`config.mk`:
```
export PLATFORM = sky130hd
export DESIGN_NAME = seg7_scan_driver_flat
export DESIGN_NICKNAME = d
export VERILOG_FILES = /design/src/rtl/seg7_scan_driver_if.sv /design/src/rtl/seg7_scan_driver.sv /design/src/flat_wrapper.sv
export SDC_FILE = /design/constraint.sdc
export NUM_CORES = 1
export LEC_CHECK = 0
export ABC_AREA = 1
export BUFFER_PORTS_ARGS = -buffer_cell sky130_fd_sc_hd__buf_2
export CORE_ASPECT_RATIO = 1.25
export CORE_MARGIN = 4
export CORE_UTILIZATION = 40
export CTS_BUF_LIST = sky130_fd_sc_hd__clkbuf_8 sky130_fd_sc_hd__clkbuf_16
export DETAILED_ROUTE_END_ITERATION = 10
export GPL_TIMING_DRIVEN = 0
export SLEW_MARGIN = 20
export SYNTH_ARGS = -nofsm -noshare
export SYNTH_HDL_FRONTEND = slang
export SYNTH_SLANG_ARGS = --single-unit
```
`constraint.sdc`:
```
create_clock -name clk -period 1.8 [get_ports clk]
set_input_delay 0.18 -clock clk [delete_from_list [all_inputs] [get_ports clk]]
set_output_delay 0.18 -clock clk [all_outputs]
set_load 0.05 [all_outputs]
```
`src/rtl/seg7_scan_driver_if.sv`:
```
// Bus between the BCD scan counter, the display pins and seg7_scan_driver.
// The master drives the digit stream and controls; the slave drives the display.
interface seg7_scan_driver_if;
  logic [3:0] bcdcode;
  logic [1:0] scan;
  logic       lz_en;
  logic [2:0] bright;
  logic [6:0] seg;
  logic       dp;
  logic [3:0] com;
  logic       err;

  modport master (
    output bcdcode, scan, lz_en, bright,
    input  seg, dp, com, err
  );

  modport slave (
    input  bcdcode, scan, lz_en, bright,
    output seg, dp, com, err
  );
endinterface

```
`src/rtl/seg7_scan_driver.sv`:
```
// 4-digit multiplexed 7-segment driver: buffers the scanned BCD stream and
// drives the display with dead time, leading-zero blanking and PWM dimming.
module seg7_scan_driver #(
  parameter int DEAD_CYC = 4,
  parameter bit SEG_INV  = 1'b0,
  parameter bit COM_INV  = 1'b0
) (
  input logic               clk,
  input logic               p3_rst,
  seg7_scan_driver_if.slave bus
);

  localparam int               CNT_W     = (DEAD_CYC > 1) ? $clog2(DEAD_CYC) : 1;
  localparam logic [CNT_W-1:0] DEAD_LOAD = CNT_W'(DEAD_CYC - 1);
  localparam logic [6:0]       SEG_OFF   = {7{SEG_INV}};
  localparam logic [3:0]       COM_OFF   = {4{COM_INV}};

  typedef enum logic [1:0] {
    ST_BLANK,
    ST_DEAD,
    ST_DRIVE
  } state_t;

  state_t           state_q, state_d;
  logic [CNT_W-1:0] dead_cnt_q, dead_cnt_d;
  logic [3:0]       bcd_r_q, bcd_r_d;
  logic [1:0]       scan_r_q, scan_r_d;
  logic [1:0]       scan_rr_q, scan_rr_d;
  logic [3:0][3:0]  dig_buf_q, dig_buf_d;
  logic             err_q, err_d;
  logic [2:0]       pwm_cnt_q, pwm_cnt_d;
  logic [6:0]       seg_q, seg_d;
  logic [3:0]       com_q, com_d;
  logic             evt;
  logic [3:0]       blk;
  logic             blank;
  logic             pwm_on;

  function automatic logic [6:0] decode(input logic [3:0] v);
    logic [6:0] s;
    case (v)
      4'd0:    s = 7'h3F;
      4'd1:    s = 7'h06;
      4'd2:    s = 7'h5B;
      4'd3:    s = 7'h4F;
      4'd4:    s = 7'h66;
      4'd5:    s = 7'h6D;
      4'd6:    s = 7'h7D;
      4'd7:    s = 7'h07;
      4'd8:    s = 7'h7F;
      4'd9:    s = 7'h6F;
      default: s = 7'h40;
    endcase
    return s;
  endfunction

  // Outputs use scan_rr so that on the cycle a new scan index arrives the old
  // digit is still the one shown; this keeps com strictly one-hot.
  always_comb begin
    evt        = (scan_r_q != scan_rr_q);
    bcd_r_d    = bus.bcdcode;
    scan_r_d   = bus.scan;
    scan_rr_d  = scan_r_q;
    dig_buf_d  = dig_buf_q;
    err_d      = err_q;
    pwm_cnt_d  = pwm_cnt_q + 3'd1;
    state_d    = state_q;
    dead_cnt_d = dead_cnt_q;
    seg_d      = SEG_OFF;
    com_d      = COM_OFF;

    if (evt) begin
      dig_buf_d[scan_r_q] = bcd_r_q;
      if (bcd_r_q > 4'd9) begin
        err_d = 1'b1;
      end
    end

    blk[0] = (dig_buf_q[0] == 4'd0);
    blk[1] = blk[0] && (dig_buf_q[1] == 4'd0);
    blk[2] = blk[1] && (dig_buf_q[2] == 4'd0);
    blk[3] = 1'b0;
    blank  = bus.lz_en && blk[scan_rr_q];
    pwm_on = (pwm_cnt_q <= bus.bright);

    case (state_q)
      ST_BLANK: begin
        if (evt) begin
          state_d    = ST_DEAD;
          dead_cnt_d = DEAD_LOAD;
        end
      end
      ST_DEAD: begin
        if (evt) begin
          dead_cnt_d = DEAD_LOAD;
        end else if (dead_cnt_q == '0) begin
          state_d = ST_DRIVE;
        end else begin
          dead_cnt_d = dead_cnt_q - CNT_W'(1);
        end
      end
      ST_DRIVE: begin
        if (evt) begin
          state_d    = ST_DEAD;
          dead_cnt_d = DEAD_LOAD;
        end
      end
      default: begin
        state_d = ST_BLANK;
      end
    endcase

    if (state_q == ST_DRIVE) begin
      seg_d = decode(dig_buf_q[scan_rr_q]) ^ SEG_OFF;
      if (pwm_on && !blank) begin
        com_d = (4'b0001 << scan_rr_q) ^ COM_OFF;
      end
    end
  end

  always_ff @(posedge clk or posedge p3_rst) begin
    if (p3_rst) begin
      state_q    <= ST_BLANK;
      dead_cnt_q <= '0;
      bcd_r_q    <= '0;
      scan_r_q   <= '0;
      scan_rr_q  <= '0;
      dig_buf_q  <= '0;
      err_q      <= 1'b0;
      pwm_cnt_q  <= '0;
      seg_q      <= SEG_OFF;
      com_q      <= COM_OFF;
    end else begin
      state_q    <= state_d;
      dead_cnt_q <= dead_cnt_d;
      bcd_r_q    <= bcd_r_d;
      scan_r_q   <= scan_r_d;
      scan_rr_q  <= scan_rr_d;
      dig_buf_q  <= dig_buf_d;
      err_q      <= err_d;
      pwm_cnt_q  <= pwm_cnt_d;
      seg_q      <= seg_d;
      com_q      <= com_d;
    end
  end

  assign bus.seg = seg_q;
  assign bus.com = com_q;
  assign bus.err = err_q;
  assign bus.dp  = SEG_INV;

endmodule

```
`src/flat_wrapper.sv`:
```
// flat-port wrapper written by rule: the top's interface ports become plain ports
module seg7_scan_driver_flat 
#(
  parameter int DEAD_CYC = 4,
  parameter bit SEG_INV  = 1'b0,
  parameter bit COM_INV  = 1'b0
)
  (clk, p3_rst, bus_bcdcode, bus_scan, bus_lz_en, bus_bright, bus_seg, bus_dp, bus_com, bus_err);
  seg7_scan_driver_if bus_i ();
  input logic clk;
  input logic p3_rst;
  input wire logic [$bits(bus_i.bcdcode)-1:0] bus_bcdcode;
  input wire logic [$bits(bus_i.scan)-1:0] bus_scan;
  input wire logic [$bits(bus_i.lz_en)-1:0] bus_lz_en;
  input wire logic [$bits(bus_i.bright)-1:0] bus_bright;
  output wire logic [$bits(bus_i.seg)-1:0] bus_seg;
  output wire logic [$bits(bus_i.dp)-1:0] bus_dp;
  output wire logic [$bits(bus_i.com)-1:0] bus_com;
  output wire logic [$bits(bus_i.err)-1:0] bus_err;
  assign bus_i.bcdcode = bus_bcdcode;
  assign bus_i.scan = bus_scan;
  assign bus_i.lz_en = bus_lz_en;
  assign bus_i.bright = bus_bright;
  assign bus_seg = bus_i.seg;
  assign bus_dp = bus_i.dp;
  assign bus_com = bus_i.com;
  assign bus_err = bus_i.err;
  seg7_scan_driver #(.DEAD_CYC(DEAD_CYC), .SEG_INV(SEG_INV), .COM_INV(COM_INV)) u_core (.clk(clk), .p3_rst(p3_rst), .bus(bus_i));
endmodule
```
Yosys cells after proc, flatten, opt, wreduce, memory -nomap -nowiden

Memory sizes are Yosys's and may differ from the RTL's.
Index checks and enable logic that the tools add are counted.

Flip-flop bits (word level): 43
Memory bits (read-only): 112
Input bits: 12
Output and inout port bits: 13
Word-level logic and storage cells: 63
Memories kept: 1

Add/sub/neg operators: 2
Magnitude comparators: 5
Equality and inequality tests: 7
Shifts and indexed selects: 1
Mux-type cells: 18
Reduce and logical (&&, ||, !) cells: 16

Memory list:

| name             | depth | bits a word | read ports | clocked after memory_dff | wr ports | RTL line               | source |
|---|---|---|---|---|---|---|---|
| (name not given) | 16    | 7           | 1          | 0                        | 0        | seg7_scan_driver.sv:41 | `case (v)` |

Operators by type and width:

| operator              | number |
|---|---|
| $bwmux W16            | 1 |
| $mux W4               | 4 |
| $logic_not A4 Y1      | 3 |
| $mux W2               | 6 |
| $bmux W4 S2           | 1 |
| $demux W4 S2          | 1 |
| $pmux W2 S2           | 2 |
| $mux W7               | 1 |
| $lt A2 B3 Y1 const B  | 2 |
| $reduce_and A3 Y1     | 2 |
| $logic_and A1 B1 Y1   | 5 |
| $gt A4 B4 Y1 const B  | 1 |
| $logic_not A2 Y1      | 2 |
| $ne A2 B1 Y1 const B  | 2 |
| $shl A1 B2 Y4 const A | 1 |
| $add A3 B1 Y3 const B | 1 |
| $le A3 B3 Y1          | 1 |
| $ne A3 B2 Y1 const B  | 1 |
| $bmux W1 S2           | 1 |
| $eq A2 B1 Y1 const B  | 1 |
| $eq A2 B2 Y1 const B  | 1 |
| $ge A2 B1 Y1 const B  | 1 |
| $ne A2 B2 Y1          | 1 |
| $ne A2 B2 Y1 const B  | 1 |
| 6 further kinds       | 6 |

Logic depth before layout (Yosys ltp)

Gate-level depths: netlist of run 1.

Depth after elaboration: 10
Depth in mapped cells: 12

Worst setup path after synthesis of run 1

Ideal clock, no wire load.

Path type: flip-flop to flip-flop
Start point: register u_core.scan_rr_q[0]
End point: register u_core.seg_q[3], in the netlist u_core.bus.seg[3]
Library setup time: 0.118 ns
Arrival: 1.530 ns
Path slack: 0.152 ns
Cell stages (with the launch flop): 13
Path buffers: 1
Period minus slack after synthesis: 1.648 ns
Path through: dfrtp_1 -> buf_6 -> nor2_4 -> inv_2 -> nor2_1 -> nor2_1 -> nand2_1 -> inv_1 -> ha_1 -> inv_1 -> nor2_2 -> nor2_1 -> nor2_2

Longest elaborated chain between the ends: 4

Ends and longest elaborated chain:

| element                       | RTL line                | source |
|---|---|---|
| start: declaration            | seg7_scan_driver.sv:28  | `logic [1:0] scan_rr_q, scan_rr_d;` |
| start signal: assignment      | seg7_scan_driver.sv:138 | `scan_rr_q <= scan_rr_d;` |
| $bmux W4 S2                   | seg7_scan_driver.sv:114 | `seg_d = decode(dig_buf_q[scan_rr_q]) ^ SEG_OFF;` |
| $mux W4 (implied by the code) | seg7_scan_driver.sv:114 |  |
| $mem_v2 Z16 W7                | n/a                     |  |
| $mux W7                       | seg7_scan_driver.sv:113 | `if (state_q == ST_DRIVE) begin` |
| net u_core.seg_d[3]           | seg7_scan_driver.sv:32  | `logic [6:0] seg_q, seg_d;` |
| end signal: assignment        | seg7_scan_driver.sv:142 | `seg_q <= seg_d;` |
| end: declaration              | seg7_scan_driver.sv:32  |  |

The timed path passes the listed nets, and every way through them passes these cells. The select of a mux whose other input is x is not followed.
A chain may end at the register's enable or synchronous reset.

Worst setup path in the final report of run 1

Ends and elaborated chain as after synthesis.

==> summary.txt, run 1 <==
Status
  – Outcome: finished, final reports clean

Critical path
  – Delay-heaviest family, CP: buffers and inverters
  – Crit. End Element: flop
  – Startpoint Class: flop
  – Setup CP Type: flop to flop
  – Max FO, Critical Path: 6
  – Most used cell along the critical path: nor2_2
  – Crit-path cells: buf_6, buf_4, nor2_4, a21oi_2, nand2_2, inv_2, ha_1, inv_1, nor2_2, nor2_1, nor2_2
  – Sum of buffers and inverters on the critical path: 4
  – CP max stage delay: about 410 ps
  – Worst Path Required: roughly 2000 ps
  – Data arrival time of the worst path: about 1900 ps
  – Slowest-stage cell, CP: dfrtp_1

Synth
  – Netlist cell types: 22
  – Post-synthesis register bit count: 43
  – Avg Cell Area, Syn: 8.66 µm²
  – Mapped Area: 2030 µm²
  – Ys Warns: 0
  – Cell taking the most area after synthesis: dfrtp_1
  – Syn Inst Count: between 200 and 250
  – Top cells by area, synth: dfrtp_1, nand2_1, ha_1, inv_1, nor2_1
  – Top-area cell type share of the netlist area: about 53%
  – Post-synth net total: around 260
  – Sequential area share after synthesis: 52.9%

Finish
  – Multi-input gate area: 821 µm²
  – Finished Core Util: a little over half
  – Most common cell after layout, fill and taps aside: nand2_1
  – Most frequent cells in the layout: nand2_1, dfrtp_1, inv_1
  – Nets: a little over 300
  – Area delta synth->final: 24.6%
  – Final non-filler cell area: approximately 2500 µm²
  – Layout cells sized above 1: a little over a quarter
  – Register area: approximately 1100 µm²
  – # diodes: 0
  – Number of fill cells: ~480

Routing
  – Post-route ant nets: 0
  – Via count: around 1600
  – DR WL/cell: around 11 µm
  – # DRC: 0
  – Vias per cell: between 4 and 5
  – Router iterations before antenna repair: 4
  – DRT iter0 DRCs: 45
  – Routed WL: 3790 µm

STA
  – Hold Vio Cnt, Final: 0
  – Final setup fails: 0
  – Fmax: ~0.59 GHz
  – Minimum clock period: between 1500 and 2000 ps
  – Final Cycle Share: just over 90%
  – Clock skew: slightly above 7 ps
  – Slew Limit Fails: 0
  – Slew @ Worst Pin: roughly 520 ps
  – Worst slew margin: between 60% and 70%

Pwr
  – Power Dens Cells: about 840 nW/µm²
  – Maximum vdd drop: approximately 0.5 mV
  – Leak: roughly 1.4 nW

Floorplan
  – Die extent in y: roughly 88 µm
  – Initial Util: 42.1%
  – Chip width: slightly above 70 µm
  – DIE AREA: 6300 µm²
  – Top Ports: 25
  – Rows: 28
  – Placeable core area: a little under 5000 µm²

Placement
  – Buffers on Ports: 23
  – GP Congestion: between 0.7 and 0.8
  – Placed inst area: ~2300 µm²
  – Detail Placement HPWL: around 2800 µm

Worst hold path
  – Hold Path Class: input port to flop

Clock tree
  – CTS tree: done
  – Cts bufs inserted: 5
  – CTS H-tree depth: 2
  – Later-pin clock latency in the skew report: about 300 ps
  – CTS Root Cell: clkbuf_8
  – Clock Sinks: 43
  – Clock transition at path regs: roughly 80 ps
  – Maximum clock path buffer count: 2

Global routing
  – Number of antenna violations at the first check in global routing: 0
  – Gr usage total: a little over an eighth
  – Vias in the first global route: between 1000 and 1500
  – First-pass GRT wire length: about 6400 µm
  – Largest net degree at the start of global routing: 25
  – Grt ovf: 0

Run
  – Max Cap Viol: 0
-- layout make-up --
type / count / share of cell area, %
plain buffers: 3 / 1.18
multi-input cells: 154 / 32.4
repair buffers: 43 / 11.8
inverters: 35 / 5.28
well taps: 60 / 2.96
clock inverters: 2 / 0.642
clock buffers: 6 / 3.26
flip-flops and latches: 43 / 42.4
-- routing by layer --
layer / global-route usage (%) / up-vias / routed length, µm
met5: 0 / - / 0
met4: 6.67 / 0 / 85
met1: 14.1 / 721 / 1550
met3: 3.10 / 8 / 164
met2: 24.7 / 26 / 1990
li1: - / 823 / -
-- power breakdown --
group          internal, W  total (W)  switching (W)
combinational     0.000168   0.000405       0.000238
sequential         0.00104    0.00109      0.0000530
clock             0.000313   0.000642       0.000330
-- stage by stage --
| step | setup WS, ps | power (W) | hold slack (ps) | TNS (ps) | instances |
|---|---|---|---|---|---|
| after global routing | -15.6 | 0.00228 | 434 | -25.6 | 346 |
| after detailed placement | -30.8 | 0.00146 | 225 | -30.8 | 319 |
| final | 117 | 0.00214 | 374 | 0 | 346 |
| after floorplan | 152 | 0.00137 | 211 | 0 | 235 |
| after CTS | 21.2 | 0.00212 | 379 | 0 | 334 |
| after global placement | -6.51 | 0.00144 | 289 | -6.51 | 318 |
-- cell families (layout without fill, tap and decap cells) --
group	Yosys count	count (layout)	synth area share, %
flops	43	43	52.9
compound gates	23	23	5.78
xor+xnor	3	3	1.29
fa+ha+maj	10	10	6.15
buf+inv	38	89	7.93
other cells	1	1	0.184
simple gates	117	117	25.8
-- tightest hold or removal path, delay by kind of cell --
family | cells | cell delay, ps
buf+inv | 1 | 90
simple gates | 5 | 340
-- state kept, by name, summed over array words and instances (netlist names) --
signal and count:
u_core.bcd_r_q 4, u_core.bus.com 4, u_core.bus.err 1, u_core.bus.seg 7
u_core.dead_cnt_q 2, u_core.dig_buf_q 16, u_core.pwm_cnt_q 3, u_core.scan_r_q 2
u_core.scan_rr_q 2, u_core.state_q 2
-- cell usage after synthesis (all sizes together) --
| master | number |
|---|---|
| o21ai | 19 |
| nand3b | 1 |
| conb | 1 |
| ha | 10 |
| nand2 | 64 |
| nor3 | 2 |
| o21bai | 1 |
| buf | 3 |
| nor2 | 33 |
| inv | 35 |
| a21oi | 3 |
| dfrtp | 43 |
| xor2 | 1 |
| nand3 | 17 |
| xnor2 | 2 |
-- final timing paths --
kind	startpoint	endpoint	slack [ps]	depth (start not counted)
hold / removal	bus_lz_en	u_core.bus.com[0]$_DFF_PP0_	370	6
setup / recovery	u_core.scan_rr_q[0]$_DFF_PP0_	u_core.bus.seg[3]$_DFF_PP0_	120	11
min in group asynchronous	p3_rst	u_core.dig_buf_q[1]$_DFFE_PP0P_	450	3
setup reg to reg	u_core.scan_rr_q[0]$_DFF_PP0_	u_core.bus.seg[3]$_DFF_PP0_	120	11
hold reg to reg	u_core.pwm_cnt_q[0]$_DFF_PP0_	u_core.pwm_cnt_q[0]$_DFF_PP0_	460	1
max in group asynchronous	p3_rst	u_core.bcd_r_q[3]$_DFF_PP0_	890	4
-- timing repair --
item | 4_1_cts | 5_1_grt
hold buffers | 7 | 0
endpoints found under the setup margin | 2 | 4
gates resized for setup | 1 | 9
hold endpoints to repair | 25 | 0
buffers inserted | 0 | 12
pin swaps | 0 | 7
(Power assumes the default switching activity.)
==> inputs of run 2 (changes only) <==
Settings changed: REMOVE_ABC_BUFFERS from default to 1.
==> run 2 against run 1 <==
- via count shrank 4.0%
- clock skew shrank 1.4 ps
- sequential share of layout area grew 0.69 points
- worst hold slack gained 5.1 ps
- sequential power is essentially flat
- fmax grew 0.70%
- die area is the same
- critical path depth is the same
- flip-flop and latch count is the same
- first-iteration DRC count grew 2.2%
- combinational power shrank 6.7%
- critical endpoint unchanged
- largest cell class unchanged
==> summary.txt, run 2 (synthesis gave the netlist of run 1 again) <==
STA
  – Setup TNS Final: 0 ps
  – Minimum clock period: between 1500 and 2000 ps
  – Worst hold margin: 379 ps
  – Final setup fails: 0
  – Clock skew: between 5 and 6 ps
  – Final Cycle Share: about 93%
  – RSZ-0062 raised after global routing: yes
  – Fmax: about 0.60 GHz
  – Slew Limit Fails: 0
  – Hold Vio Cnt, Final: 0

Critical path
  – Data arrival time of the worst path: around 1900 ps
  – Crit. End Element: flop
  – Startpoint Class: flop
  – Worst Path Required: around 2000 ps
  – Reg2reg setup slack: approximately 130 ps
  – Setup CP Type: flop to flop
  – Max FO, Critical Path: 6

Clock tree
  – CTS H-tree depth: 2
  – Clock transition at path regs: 80 ps
  – Clock Sinks: 43
  – Later-pin clock latency in the skew report: 300 ps
  – CTS tree: done
  – Cts bufs inserted: 5
  – Maximum clock path buffer count: 2
  – CTS Root Cell: clkbuf_8

Global routing
  – Number of antenna violations at the first check in global routing: 0
  – Largest net degree at the start of global routing: 25
  – First-pass GRT wire length: 6590 µm
  – Grt ovf: 0
  – Gr usage total: about an eighth
  – Vias in the first global route: about 1500

Routing
  – # DRC: 0
  – Met2 wire length: between 1500 and 2000 µm
  – Routed WL: 3710 µm
  – WL met3: about 170 µm
  – Vias per cell: 4.44
  – Post-route ant nets: 0
  – Router iterations before antenna repair: 4
  – DR WL/cell: about 11 µm
  – DRT iter0 DRCs: 46
  – Via count: around 1500
  – M1 WL: about 1600 µm
  – DR top layer: met4

Run
  – Max Cap Viol: 0

Pwr
  – Switching Share: a little over a quarter
  – Internal power: approximately 0.0016 W
  – Maximum vdd drop: between 0.3 and 0.4 mV
  – Leak: roughly 1.4 nW
  – Gate power share: about 17%
  – Switching pwr: 0.000606 W
  – Total Power: about 0.0022 W
  – Clock Power Share: between 30% and 40%
  – Flop pwr share: a little under 50%
  – Power Dens Cells: roughly 900 nW/µm²

Floorplan
  – Die extent in y: between 80 and 90 µm
  – Rows: 28
  – Initial Util: 42.1%
  – Chip width: between 70 and 80 µm
  – Top Ports: 25
  – Placeable core area: 4830 µm²
  – DIE AREA: 6300 µm²

Placement
  – GP Congestion: a little under 0.8
  – Buffers on Ports: 23
  – Detail Placement HPWL: about 2800 µm

Finish
  – Area delta synth->final: 22.9%
  – Nets: 302
  – Most common cell after layout, fill and taps aside: nand2_1
  – Layout cells sized above 1: 25.6%
  – Most frequent cells in the layout: nand2_1, dfrtp_1, inv_1
  – Number of flip-flops in the largest register: 16
  – Biggest register: u_core.dig_buf_q
  – Number of fill cells: 458
  – # diodes: 0

Worst hold path
  – Hold Path Class: input port to flop

Status
  – Outcome: finished, final reports clean
-- run 2: cell count changes in the layout (fill, tap and decap cells not counted), moves of 2 or more --
| cell | change |
|---|---|
| buf_4 | -2 |
| nand2_1 | +3 |
| dfrtp_1 | -2 |
| buf_6 | -2 |
| dfrtp_2 | +2 |
| nand2_2 | -3 |
| nor2_2 | +2 |
-- run 2: per-layer routing --
metal  GRT usage, %  up-vias
met2           23.8       22
met4           4.10        0
met5              0        -
met1           15.8      674
li1               -      813
met3           3.33        6
-- run 2: area by class of cell --
type	count	area, µm²	share of cell area [%]
clock buffers	6	82.6	3.30
clock inverters	2	35.0	1.40
inverters	35	134	5.36
multi-input cells	154	807	32.3
flip-flops and latches	43	1080	43.1
well taps	60	75.1	3.00
repair buffers	41	288	11.5
-- run 2: power by group through the flow --
stage | Sequential [W] | Clock, W | Combinational (W)
6_report | 0.00109 | 0.000774 | 0.000378
5_1_grt | 0.00110 | 0.000831 | 0.000447
4_1_cts | 0.00109 | 0.000796 | 0.000361
3_5_place_dp | 0.00111 | 0 | 0.000337
3_3_place_gp | 0.00111 | 0 | 0.000323
2_1_floorplan | 0.00110 | 0 | 0.000263
-- run 2: critical path: stages, from the launching register on --
cell and delay [ps]:
dfrtp_2 480, nor2_4 170, inv_2 60, nor2_2 90
nor2_2 50, nand2_2 100, inv_2 60, ha_1 290
inv_1 70, nor2_2 50, nor2_2 100, nor2_2 40
-- run 2: path summary, 6_finish.rpt --
check | depth (start not counted) | startpoint | endpoint
setup / recovery | 11 | u_core.scan_rr_q[1]$_DFF_PP0_ | u_core.bus.seg[3]$_DFF_PP0_
min in group asynchronous | 3 | p3_rst | u_core.pwm_cnt_q[2]$_DFF_PP0_
hold reg to reg | 1 | u_core.pwm_cnt_q[0]$_DFF_PP0_ | u_core.pwm_cnt_q[0]$_DFF_PP0_
hold / removal | 6 | bus_lz_en | u_core.bus.com[2]$_DFF_PP0_
max in group asynchronous | 4 | p3_rst | u_core.scan_rr_q[1]$_DFF_PP0_
setup reg to reg | 11 | u_core.scan_rr_q[1]$_DFF_PP0_ | u_core.bus.seg[3]$_DFF_PP0_
-- run 2: repair_timing --
item | 4_1_cts | 5_1_grt
endpoints found under the hold margin | 25 | 0
hold buffers | 7 | 0
pin swaps | 0 | 3
setup endpoints to repair | 4 | 5
buffers inserted | 5 | 5
gates resized for setup | 2 | 7
-- run 2: through the flow --
stage,utilization (%),cells,area (µm²),worst slack (ps)
CTS,50.7,336,2450,1.16
detailed placement,46.0,316,2220,-118
floorplan,-,232,2000,120
finish,51.7,341,2500,128
global route,51.7,341,2500,-12.8
global placement,45.4,315,2190,-90.0
==> inputs of run 3 (changes only) <==
Settings changed: CTS_BUF_LIST sky130_fd_sc_hd__clkbuf_8 sky130_fd_sc_hd__clkbuf_16 to default, SETUP_SLACK_MARGIN from default to 0.5.
==> run 3 against run 2 <==
- global-route usage grew 0.99 points
- largest power group unchanged
- die area is the same
- first-iteration DRC count grew 52%
- flip-flop and latch count is the same
- critical path type unchanged
- clock-buffer cell count is the same
- highest routed layer unchanged
- critical endpoint unchanged
- cell count grew 3.2%
- routed wire length grew 9.1%
==> summary.txt, run 3 (synthesis gave the netlist of run 1 again) <==
STA
  – Final setup fails: 0
  – Setup TNS Final: 0 ps
  – Clock skew: 7.28 ps
  – Fmax: roughly 0.6 GHz
  – Minimum clock period: 1660 ps
  – Slew Limit Fails: 0
  – RSZ-0062 raised after global routing: yes
  – Final Cycle Share: between 90 and 100%
  – Hold Vio Cnt, Final: 0

Finish
  – Biggest register: u_core.dig_buf_q
  – # diodes: 0
  – Layout cells sized above 1: between 30 and 40%
  – Number of flip-flops in the largest register: 16
  – Most frequent cells in the layout: nand2_1, dfrtp_1, inv_1
  – Most common cell after layout, fill and taps aside: nand2_1
  – Area delta synth->final: 34.9%
  – Nets: 313

Floorplan
  – Top Ports: 25
  – Die extent in y: 87.7 µm
  – DIE AREA: between 6000 and 7000 µm²
  – Chip width: roughly 70 µm
  – Rows: 28
  – Placeable core area: between 4000 and 5000 µm²
  – Initial Util: 42.1%

Critical path
  – Setup CP Type: flop to flop
  – Delay-heaviest family, CP: simple AND/OR/NAND/NOR gates
  – Startpoint Class: flop
  – Crit. End Element: flop
  – Sum of buffers and inverters on the critical path: 2
  – Max FO, Critical Path: 6
  – Crit-path cells: nor2_4, inv_2, nor2_1, nor2_1, nand2_2, buf_4, ha_2, nand3b_1, nand2_2, nor2_2, nor2_2
  – Slowest-stage cell, CP: dfrtp_2
  – CP max stage delay: ~500 ps
  – Data arrival time of the worst path: approximately 1900 ps
  – Worst Path Required: just under 2000 ps

Placement
  – GP Congestion: ~0.8
  – Detail Placement HPWL: roughly 2800 µm
  – Buffers on Ports: 23

Global routing
  – Number of antenna violations at the first check in global routing: 0
  – First-pass GRT wire length: between 7000 and 8000 µm
  – Largest net degree at the start of global routing: 25
  – Vias in the first global route: between 1500 and 2000
  – Grt ovf: 0
  – Gr usage total: 14.4%

Routing
  – DR WL/cell: 11.5 µm
  – DRT iter0 DRCs: 70
  – Routed WL: slightly above 4000 µm
  – Post-route ant nets: 0
  – Router iterations before antenna repair: 4
  – # DRC: 0
  – Vias per cell: ~4.5
  – Via count: between 1500 and 2000

Run
  – Max Cap Viol: 0

Pwr
  – Total Power: 0.00237 W
  – Power Dens Cells: 863 nW/µm²
  – Leak: 1.43 nW
  – Maximum vdd drop: between 0.3 and 0.4 mV

Clock tree
  – CTS Root Cell: clkbuf_8
  – Maximum clock path buffer count: 2
  – Later-pin clock latency in the skew report: roughly 290 ps
  – Clock Sinks: 43
  – CTS H-tree depth: 2
  – CTS tree: done
  – Clock transition at path regs: about 80 ps
  – Cts bufs inserted: 5

Worst hold path
  – Hold Path Class: input port to flop

Status
  – Outcome: finished, final reports clean
## run 3: timing repair
item | 4_1_cts | 5_1_grt
hold buffers | 7 | 0
setup endpoints to repair | 26 | 23
hold endpoints to repair | 25 | 0
gates resized for setup | 32 | 24
pin swaps | 21 | 12
setup buffers | 19 | 2
gates cloned | 0 | 0
## run 3: metrics by stage
step / utilization [%] / instances / hold WS, ps / area, µm² / setup WS, ps
after floorplan: - / 232 / 211 / 2000 / 120
after global placement: 45.4 / 315 / 289 / 2190 / -90.0
after detailed placement: 46.0 / 316 / 220 / 2220 / -118
after CTS: 54.8 / 350 / 342 / 2650 / 202
after global routing: 56.8 / 352 / 379 / 2740 / 39.7
final: 56.8 / 352 / 333 / 2740 / 143
## run 3: worst reg2reg max path, cell delays in order, from the launching register on
cell and delay (ps):
dfrtp_2 500, nor2_4 160, inv_2 50, nor2_1 90, nor2_1 60, nand2_2 100, buf_4 120, ha_2 140
nand3b_1 110, nand2_2 70, nor2_2 120, nor2_2 40
## run 3: final timing paths
path	start	endpoint	slack [ps]	depth (start not counted)
worst min-delay path	bus_lz_en	u_core.bus.com[3]$_DFF_PP0_	330	6
max in group asynchronous	p3_rst	u_core.scan_rr_q[1]$_DFF_PP0_	880	4
worst max-delay path	u_core.scan_rr_q[0]$_DFF_PP0_	u_core.bus.seg[3]$_DFF_PP0_	140	11
min in group asynchronous	p3_rst	u_core.pwm_cnt_q[2]$_DFF_PP0_	440	3
worst max register to register	u_core.scan_rr_q[0]$_DFF_PP0_	u_core.bus.seg[3]$_DFF_PP0_	140	11
worst min register to register	u_core.pwm_cnt_q[0]$_DFF_PP0_	u_core.pwm_cnt_q[0]$_DFF_PP0_	450	1
## run 3: power breakdown
part           switching [W]  internal (W)  total (W)
clock network       0.000325      0.000449   0.000774
registers          0.0000629       0.00104    0.00110
logic               0.000277      0.000217   0.000494
total               0.000665       0.00170    0.00237
## run 3: cell type report
type,instances,area (µm²)
clock buffer,6,82.6
tap,60,75.1
inverter,35,136
multi-input combinational,154,943
fill,433,2090
timing repair buffer,52,393
sequential,43,1080
clock inverter,2,35.0
## run 3: per-layer routing
layer	vias to the layer above	share of wire [%]	GRT usage (%)
met5	-	0	0
met4	0	2.1	5.30
met3	9	4.6	3.44
met2	27	52	26.0
met1	723	41	16.3
li1	833	-	-
